[src/rtl/neuron_mac_if.sv]
// Handshake bundle between the neuron MAC, its input feeder and the
// downstream activation stage. The MAC sits on the slave side.
interface neuron_mac_if #(
   parameter int DATA_W = 8
);

   logic                     in_valid;
   logic                     in_ready;
   logic signed [DATA_W-1:0] x_in;
   logic signed [DATA_W-1:0] w_in;
   logic signed [DATA_W-1:0] bias;
   logic                     z_valid;
   logic                     z_ready;
   logic signed [DATA_W-1:0] z_value;
   logic                     sat;

   modport master (
      output in_valid, x_in, w_in, bias, z_ready,
      input  in_ready, z_valid, z_value, sat
   );

   modport slave (
      input  in_valid, x_in, w_in, bias, z_ready,
      output in_ready, z_valid, z_value, sat
   );

endinterface

[src/rtl/neuron_mac.sv]
// Single-neuron multiply-accumulate: takes N_INPUTS (x, w) beats plus a bias
// sampled on the first beat and produces a saturated Q.4 weighted sum.
module neuron_mac #(
   parameter int N_INPUTS = 2,
   parameter int DATA_W   = 8
) (
   input  logic           clk,
   input  logic           rst,
   neuron_mac_if.slave    bus
);

   localparam int PROD_W = 2 * DATA_W;
   localparam int CNT_W  = $clog2(N_INPUTS + 1);
   localparam int ACC_W  = PROD_W + CNT_W;

   localparam logic [CNT_W-1:0] LAST_IN_ACC = CNT_W'(N_INPUTS - 1);

   // Output range limits expressed at accumulator width for the clip compare.
   localparam logic signed [ACC_W-1:0] Z_MAX =
      {{(ACC_W-DATA_W+1){1'b0}}, {(DATA_W-1){1'b1}}};
   localparam logic signed [ACC_W-1:0] Z_MIN =
      {{(ACC_W-DATA_W+1){1'b1}}, {(DATA_W-1){1'b0}}};

   typedef enum logic [1:0] {
      IDLE,
      ACC,
      OUT
   } state_t;

   state_t state;
   state_t state_next;

   logic                     armed;
   logic                     ready;
   logic                     accept;
   logic                     load_z;

   logic signed [PROD_W-1:0] product;
   logic signed [ACC_W-1:0]  product_ext;
   logic signed [ACC_W-1:0]  bias_ext;
   logic signed [ACC_W-1:0]  acc;
   logic signed [ACC_W-1:0]  acc_next;
   logic signed [ACC_W-1:0]  shifted;
   logic [CNT_W-1:0]         cnt;
   logic [CNT_W-1:0]         cnt_next;

   logic signed [DATA_W-1:0] z_reg;
   logic signed [DATA_W-1:0] z_next;
   logic                     sat_reg;
   logic                     sat_next;

   assign accept = bus.in_valid && ready;
   assign load_z = accept && (state_next == OUT);

   // State register; armed keeps in_ready low until the first edge after reset.
   always_ff @(posedge clk or negedge rst) begin
      if (!rst) begin
         state <= IDLE;
         armed <= 1'b0;
      end else begin
         state <= state_next;
         armed <= 1'b1;
      end
   end

   // Next-state logic: collect N_INPUTS beats, then hold the result until consumed.
   always_comb begin
      state_next = state;
      case (state)
         IDLE: begin
            if (accept) begin
               state_next = (N_INPUTS == 1) ? OUT : ACC;
            end
         end
         ACC: begin
            if (accept && (cnt == LAST_IN_ACC)) begin
               state_next = OUT;
            end
         end
         OUT: begin
            if (bus.z_ready) begin
               state_next = IDLE;
            end
         end
         default: state_next = IDLE;
      endcase
   end

   // Output decode: ready while collecting, valid while holding a result.
   always_comb begin
      ready          = armed && (state != OUT);
      bus.in_ready   = ready;
      bus.z_valid    = (state == OUT);
      bus.z_value    = z_reg;
      bus.sat        = sat_reg;
   end

   // Accumulator update: bias is shifted up 4 bits to line up with the
   // 8 fractional bits of the full-width product.
   always_comb begin
      product     = bus.x_in * bus.w_in;
      product_ext = {{(ACC_W-PROD_W){product[PROD_W-1]}}, product};
      bias_ext    = {{(ACC_W-DATA_W-4){bus.bias[DATA_W-1]}}, bus.bias, 4'b0000};
      acc_next    = acc;
      cnt_next    = cnt;
      if (accept && (state == IDLE)) begin
         acc_next = bias_ext + product_ext;
         cnt_next = CNT_W'(1);
      end else if (accept && (state == ACC)) begin
         acc_next = acc + product_ext;
         cnt_next = cnt + CNT_W'(1);
      end
   end

   // Drop back to 4 fractional bits with floor rounding, then clip to DATA_W.
   always_comb begin
      shifted  = acc_next >>> 4;
      z_next   = shifted[DATA_W-1:0];
      sat_next = 1'b0;
      if (shifted > Z_MAX) begin
         z_next   = Z_MAX[DATA_W-1:0];
         sat_next = 1'b1;
      end else if (shifted < Z_MIN) begin
         z_next   = Z_MIN[DATA_W-1:0];
         sat_next = 1'b1;
      end
   end

   // Datapath registers; the result is captured only on the final beat so it
   // stays frozen for as long as the downstream stage stalls.
   always_ff @(posedge clk or negedge rst) begin
      if (!rst) begin
         acc     <= '0;
         cnt     <= '0;
         z_reg   <= '0;
         sat_reg <= 1'b0;
      end else begin
         acc <= acc_next;
         cnt <= cnt_next;
         if (load_z) begin
            z_reg   <= z_next;
            sat_reg <= sat_next;
         end
      end
   end

endmodule

[src/flat_wrapper.sv]
// flat-port wrapper written by rule: the top's interface ports become plain ports
module neuron_mac_flat 
#(
   parameter int N_INPUTS = 2,
   parameter int DATA_W   = 8
)
  (clk, rst, bus_in_valid, bus_x_in, bus_w_in, bus_bias, bus_z_ready, bus_in_ready, bus_z_valid, bus_z_value, bus_sat);
  neuron_mac_if #(.DATA_W(DATA_W)) bus_i ();
  input  logic clk;
  input  logic rst;
  input wire logic [$bits(bus_i.in_valid)-1:0] bus_in_valid;
  input wire logic [$bits(bus_i.x_in)-1:0] bus_x_in;
  input wire logic [$bits(bus_i.w_in)-1:0] bus_w_in;
  input wire logic [$bits(bus_i.bias)-1:0] bus_bias;
  input wire logic [$bits(bus_i.z_ready)-1:0] bus_z_ready;
  output wire logic [$bits(bus_i.in_ready)-1:0] bus_in_ready;
  output wire logic [$bits(bus_i.z_valid)-1:0] bus_z_valid;
  output wire logic [$bits(bus_i.z_value)-1:0] bus_z_value;
  output wire logic [$bits(bus_i.sat)-1:0] bus_sat;
  assign bus_i.in_valid = bus_in_valid;
  assign bus_i.x_in = bus_x_in;
  assign bus_i.w_in = bus_w_in;
  assign bus_i.bias = bus_bias;
  assign bus_i.z_ready = bus_z_ready;
  assign bus_in_ready = bus_i.in_ready;
  assign bus_z_valid = bus_i.z_valid;
  assign bus_z_value = bus_i.z_value;
  assign bus_sat = bus_i.sat;
  neuron_mac #(.N_INPUTS(N_INPUTS), .DATA_W(DATA_W)) u_core (.clk(clk), .rst(rst), .bus(bus_i));
endmodule
[config.mk]
export PLATFORM = sky130hd
export DESIGN_NAME = neuron_mac_flat
export DESIGN_NICKNAME = d
export VERILOG_FILES = /design/src/rtl/neuron_mac_if.sv /design/src/rtl/neuron_mac.sv /design/src/flat_wrapper.sv
export SDC_FILE = /design/constraint.sdc
export NUM_CORES = 1
export LEC_CHECK = 0
export BUFFER_PORTS_ARGS = -buffer_cell sky130_fd_sc_hd__buf_2
export CAP_MARGIN = 25
export CELL_PAD_IN_SITES_DETAIL_PLACEMENT = 1
export CELL_PAD_IN_SITES_GLOBAL_PLACEMENT = 1
export CORE_ASPECT_RATIO = 2
export CORE_MARGIN = 4
export CORE_UTILIZATION = 52
export CTS_CLUSTER_SIZE = 10
export DETAILED_ROUTE_END_ITERATION = 8
export GPL_ROUTABILITY_DRIVEN = 0
export HOLD_SLACK_MARGIN = 0.03
export PLACE_DENSITY = 0.87
export SLEW_MARGIN = 0
export SYNTH_ARGS = -nofsm -noshare
export SYNTH_HDL_FRONTEND = slang
export SYNTH_SLANG_ARGS = --single-unit
[constraint.sdc]
create_clock -name clk -period 7.35 [get_ports clk]
set_input_delay 0.3675 -clock clk [delete_from_list [all_inputs] [get_ports clk]]
set_output_delay 0.3675 -clock clk [all_outputs]
set_load 0.03 [all_outputs]
==> tab_implementation.tex <==
\begin{tabular}{lr}
\hline
Metric & Value \\
\hline
\multicolumn{2}{l}{\textbf{Synthesis}} \\
Post-synthesis mux area share & 0.00913 \\
Yosys cell types & 64 \\
Share of synthesized flip-flops with an asynchronous set or reset & 1.00 \\
Post-Synthesis Net Count & 794 \\
Synthesized flop and latch total & 32 \\
Simple-gate portion of the synthesized area & 0.176 \\
Sequential element share of the synthesized area & 0.146 \\
Area of the mapped netlist & 5480 um\^{}2 \\
EDFF count, synth & 0 \\
Post-synthesis adder-cell area fraction & 0.345 \\
Area share of xor/xnor cells in the synthesized design & 0.0553 \\
Dominant combinational cell family by area after synthesis & adder cells \\
Compound-Gate Fraction of Synth Area & 0.182 \\
Gate count after technology mapping & 649 \\
Most frequently used flop master after synthesis & sky130\_fd\_sc\_hd\_\_dfrtp\_1 \\
Mean instance size in the synthesized netlist & 8.44 um\^{}2 \\
Yosys warning total & 0 \\
\multicolumn{2}{l}{\textbf{Timing}} \\
Final critical-path share of the clock period & 0.954 \\
Post-layout min period & 7.02 ns \\
Count of final setup violators & 0 \\
Worst-margin pin slew & 0.941 ns \\
Worst setup skew after layout & 0.00693 ns \\
Final-report max-slew violation count & 0 \\
Peak clock frequency supported by timing & 143 MHz \\
Final hold violations & 0 \\
Slew HR & 0.371 \\
\multicolumn{2}{l}{\textbf{Detailed routing}} \\
Drt wl/cell & 19.4 um \\
Met3 wire len & 428 um \\
Amount of wire on met2 after detailed routing & 9.36 mm \\
Top metal layer carrying routed signals & met4 \\
Total Wirelength & 16.0 mm \\
DRC errors left & 0 \\
Vias after detailed routing & 4838 \\
Routed metal-1 wirelength & 5.16 mm \\
Detailed Route Iter0 Violations & 107 \\
Antenna violation net count after detailed routing & 0 \\
Length of the first detailed-routing pass in iterations & 4 \\
Mean number of vias per cell & 5.86 \\
\multicolumn{2}{l}{\textbf{Critical path}} \\
Start of the worst register-to-register path & u\_core.acc[4]\$\_DFF\_PN0\_ \\
Startpoint type of the worst setup path & input port \\
Worst path slowest cell & sky130\_fd\_sc\_hd\_\_fa\_1 \\
Largest incremental delay on the critical path & 0.55 ns \\
Maximum fanout count along the critical path & 8 \\
Flop2flop setup slack & 3.63 ns \\
Reg2reg path depth & 10 \\
Kind of end point of the critical path & flop \\
Critical path type & in2reg \\
Worst EP arrival & 7.19 ns \\
Critical register-to-register path endpoint & u\_core.bus.sat\$\_DFFE\_PN0P\_ \\
CP Launch Point & bus\_w\_in[4] \\
CP Data Required Time & 7.52 ns \\
\multicolumn{2}{l}{\textbf{Clocking}} \\
Clock tree from TritonCTS & done \\
Number of resized instances in the post-cts repair step & 0 \\
Count of buffers added by post-CTS timing repair for setup & 0 \\
Clock slew at reported path FFs & 0.05 ns \\
Clock buffer count from CTS & 5 \\
CTS hold repair buffers & 0 \\
Latest clock arrival within the worst-skew pair & 0.29 ns \\
Clock tree root buffer cell & sky130\_fd\_sc\_hd\_\_clkbuf\_16 \\
H-tree lvl count & 2 \\
Clock Path Buffers & 2 \\
Sink count of the clock tree & 32 \\
\multicolumn{2}{l}{\textbf{Floorplan}} \\
Height of the die & 153 um \\
Horizontal extent of the die & 80.6 um \\
Number of rows in the core area & 52 \\
Core Area & 10200 um\^{}2 \\
Initial standard-cell utilization of the core & 0.536 \\
Die outline area & 12300 um\^{}2 \\
Num ports & 39 \\
\multicolumn{2}{l}{\textbf{GRT}} \\
Total routing usage reported by global routing & 0.280 \\
First-pass GRT wire length & 26.7 mm \\
Via count of the first global-routing pass & 5776 \\
Remaining global-route overflow & 0 \\
Largest net degree at the start of global routing & 33 \\
Antenna violations before repair & 0 \\
\multicolumn{2}{l}{\textbf{Finish}} \\
Top library cells by usage in the layout, fill and taps aside & sky130\_fd\_sc\_hd\_\_inv\_1, sky130\_fd\_sc\_hd\_\_ha\_1, sky130\_fd\_sc\_hd\_\_fa\_1, sky130\_fd\_sc\_hd\_\_nand2\_1, sky130\_fd\_sc\_hd\_\_and2\_1 \\
Most frequent standard cell in the layout excluding fill and tap cells & sky130\_fd\_sc\_hd\_\_inv\_1 \\
Post-route design area & 6000 um\^{}2 \\
Post-layout net count & 834 \\
Antenna diodes & 0 \\
Fill cells & 1274 \\
Number of flip-flops under the largest register name & 18 \\
Top reg by flops & u\_core.acc \\
Fraction of layout cells with a size suffix above 1 & 0.100 \\
Area growth syn-to-layout & 9.48\% \\
\multicolumn{2}{l}{\textbf{Placed design}} \\
Number of buffer cells added on primary ports & 38 \\
Placed instance area & 5830 um\^{}2 \\
Estimated wirelength of the detail-placed design & 13.5 mm \\
\multicolumn{2}{l}{\textbf{Run}} \\
Maximum capacitance violations & 0 \\
\multicolumn{2}{l}{\textbf{Hold path}} \\
Class of the tightest hold or removal check & in2async \\
\multicolumn{2}{l}{\textbf{Run status}} \\
Run status & finished clean \\
\hline
\end{tabular}
[stage by stage]
| stage | TNS (ns) | worst slack, ns | hold slack, ns | cells | util |
|---|---|---|---|---|---|
| floorplan | 0 | 0.811 | 0.0719 | 649 | - |
| global placement | 0 | 0.248 | 0.453 | 816 | 0.570 |
| detailed placement | 0 | 0.0167 | 0.463 | 817 | 0.571 |
| CTS | 0 | 0.262 | 0.164 | 825 | 0.585 |
| global route | -0.00470 | -0.00470 | 0.189 | 825 | 0.587 |
| finish | 0 | 0.335 | 0.142 | 825 | 0.587 |
[worst max-delay path: cells and delay by family]
kind	cells	cell delay, ns
compound gates	12	2.01
xor+xnor	2	0.51
simple gates	4	1.18
fa+ha+maj	6	2.75
buf+inv	5	0.37
[worst max path at each step]
stage | end | slack [ns] | cells past startpoint
6_report | u_core.bus.sat$_DFFE_PN0P_ | 0.33 | 29
5_1_grt | u_core.bus.sat$_DFFE_PN0P_ | -0.005 | 29
4_1_cts | u_core.bus.sat$_DFFE_PN0P_ | 0.26 | 29
3_5_place_dp | u_core.bus.sat$_DFFE_PN0P_ | 0.02 | 29
3_3_place_gp | u_core.bus.sat$_DFFE_PN0P_ | 0.25 | 29
2_1_floorplan | u_core.bus.sat$_DFFE_PN0P_ | 0.81 | 28
[cell type report]
| cell class | count | area, um^2 | area share |
|---|---|---|---|
| multi-input combinational | 495 | 4230 | 0.706 |
| clock buffer | 5 | 125 | 0.0209 |
| timing repair buffer | 43 | 231 | 0.0386 |
| inverter | 112 | 420 | 0.0701 |
| clock inverter | 3 | 18.8 | 0.00313 |
| sequential | 32 | 801 | 0.134 |
| tap | 135 | 169 | 0.0282 |
[layer usage]
layer	global-route usage	up-vias
met1	0.252	2401
met5	0	-
met2	0.563	128
li1	-	2239
met3	0.0265	70
met4	0.159	0
[Yosys cell counts, types with 2 or more instances]
| cell | count | area, um^2 |
|---|---|---|
| sky130_fd_sc_hd__a211o_1 | 2 | 17.5 |
| sky130_fd_sc_hd__a211oi_1 | 7 | 52.6 |
| sky130_fd_sc_hd__a21o_1 | 9 | 67.6 |
| sky130_fd_sc_hd__a21oi_1 | 41 | 205 |
| sky130_fd_sc_hd__a21oi_2 | 2 | 17.5 |
| sky130_fd_sc_hd__a22oi_1 | 8 | 60.1 |
| sky130_fd_sc_hd__a31oi_1 | 6 | 37.5 |
| sky130_fd_sc_hd__and2_1 | 46 | 288 |
| sky130_fd_sc_hd__clkbuf_1 | 7 | 26.3 |
| sky130_fd_sc_hd__dfrtp_1 | 32 | 801 |
| sky130_fd_sc_hd__fa_1 | 57 | 1140 |
| sky130_fd_sc_hd__ha_1 | 60 | 751 |
| sky130_fd_sc_hd__inv_1 | 112 | 420 |
| sky130_fd_sc_hd__mux2i_1 | 5 | 50.1 |
| sky130_fd_sc_hd__nand2_1 | 55 | 206 |
| sky130_fd_sc_hd__nand2b_1 | 8 | 50.1 |
| sky130_fd_sc_hd__nand3_1 | 9 | 45.0 |
| sky130_fd_sc_hd__nand3b_1 | 5 | 37.5 |
| sky130_fd_sc_hd__nor2_1 | 38 | 143 |
| sky130_fd_sc_hd__nor2b_1 | 3 | 18.8 |
| sky130_fd_sc_hd__nor3_1 | 9 | 45.0 |
| sky130_fd_sc_hd__nor3b_1 | 2 | 15.0 |
| sky130_fd_sc_hd__o211a_1 | 2 | 20.0 |
| sky130_fd_sc_hd__o211ai_1 | 5 | 37.5 |
| sky130_fd_sc_hd__o21a_1 | 8 | 60.1 |
| sky130_fd_sc_hd__o21ai_0 | 29 | 145 |
| sky130_fd_sc_hd__o21bai_1 | 6 | 45.0 |
| sky130_fd_sc_hd__o22ai_1 | 2 | 12.5 |
| sky130_fd_sc_hd__o31a_1 | 2 | 17.5 |
| sky130_fd_sc_hd__o31ai_1 | 4 | 30.0 |
| sky130_fd_sc_hd__or2_2 | 3 | 18.8 |
| sky130_fd_sc_hd__or3_1 | 3 | 18.8 |
| sky130_fd_sc_hd__xnor2_1 | 27 | 236 |
| sky130_fd_sc_hd__xor2_1 | 5 | 43.8 |
[kinds of logic after synthesis]
kind of cell	Yosys count
flip-flops	32
adder cells (fa/ha/maj)	117
other	1
AND/OR/NAND/NOR	190
multiplexers	5
AO/OA/AOI/OAI	149
XOR/XNOR	33
buffers and inverters	122
Power is left out: the tool's default activity adds up to more than one toggle a clock period on the data nets, which glitch-free logic cannot reach.
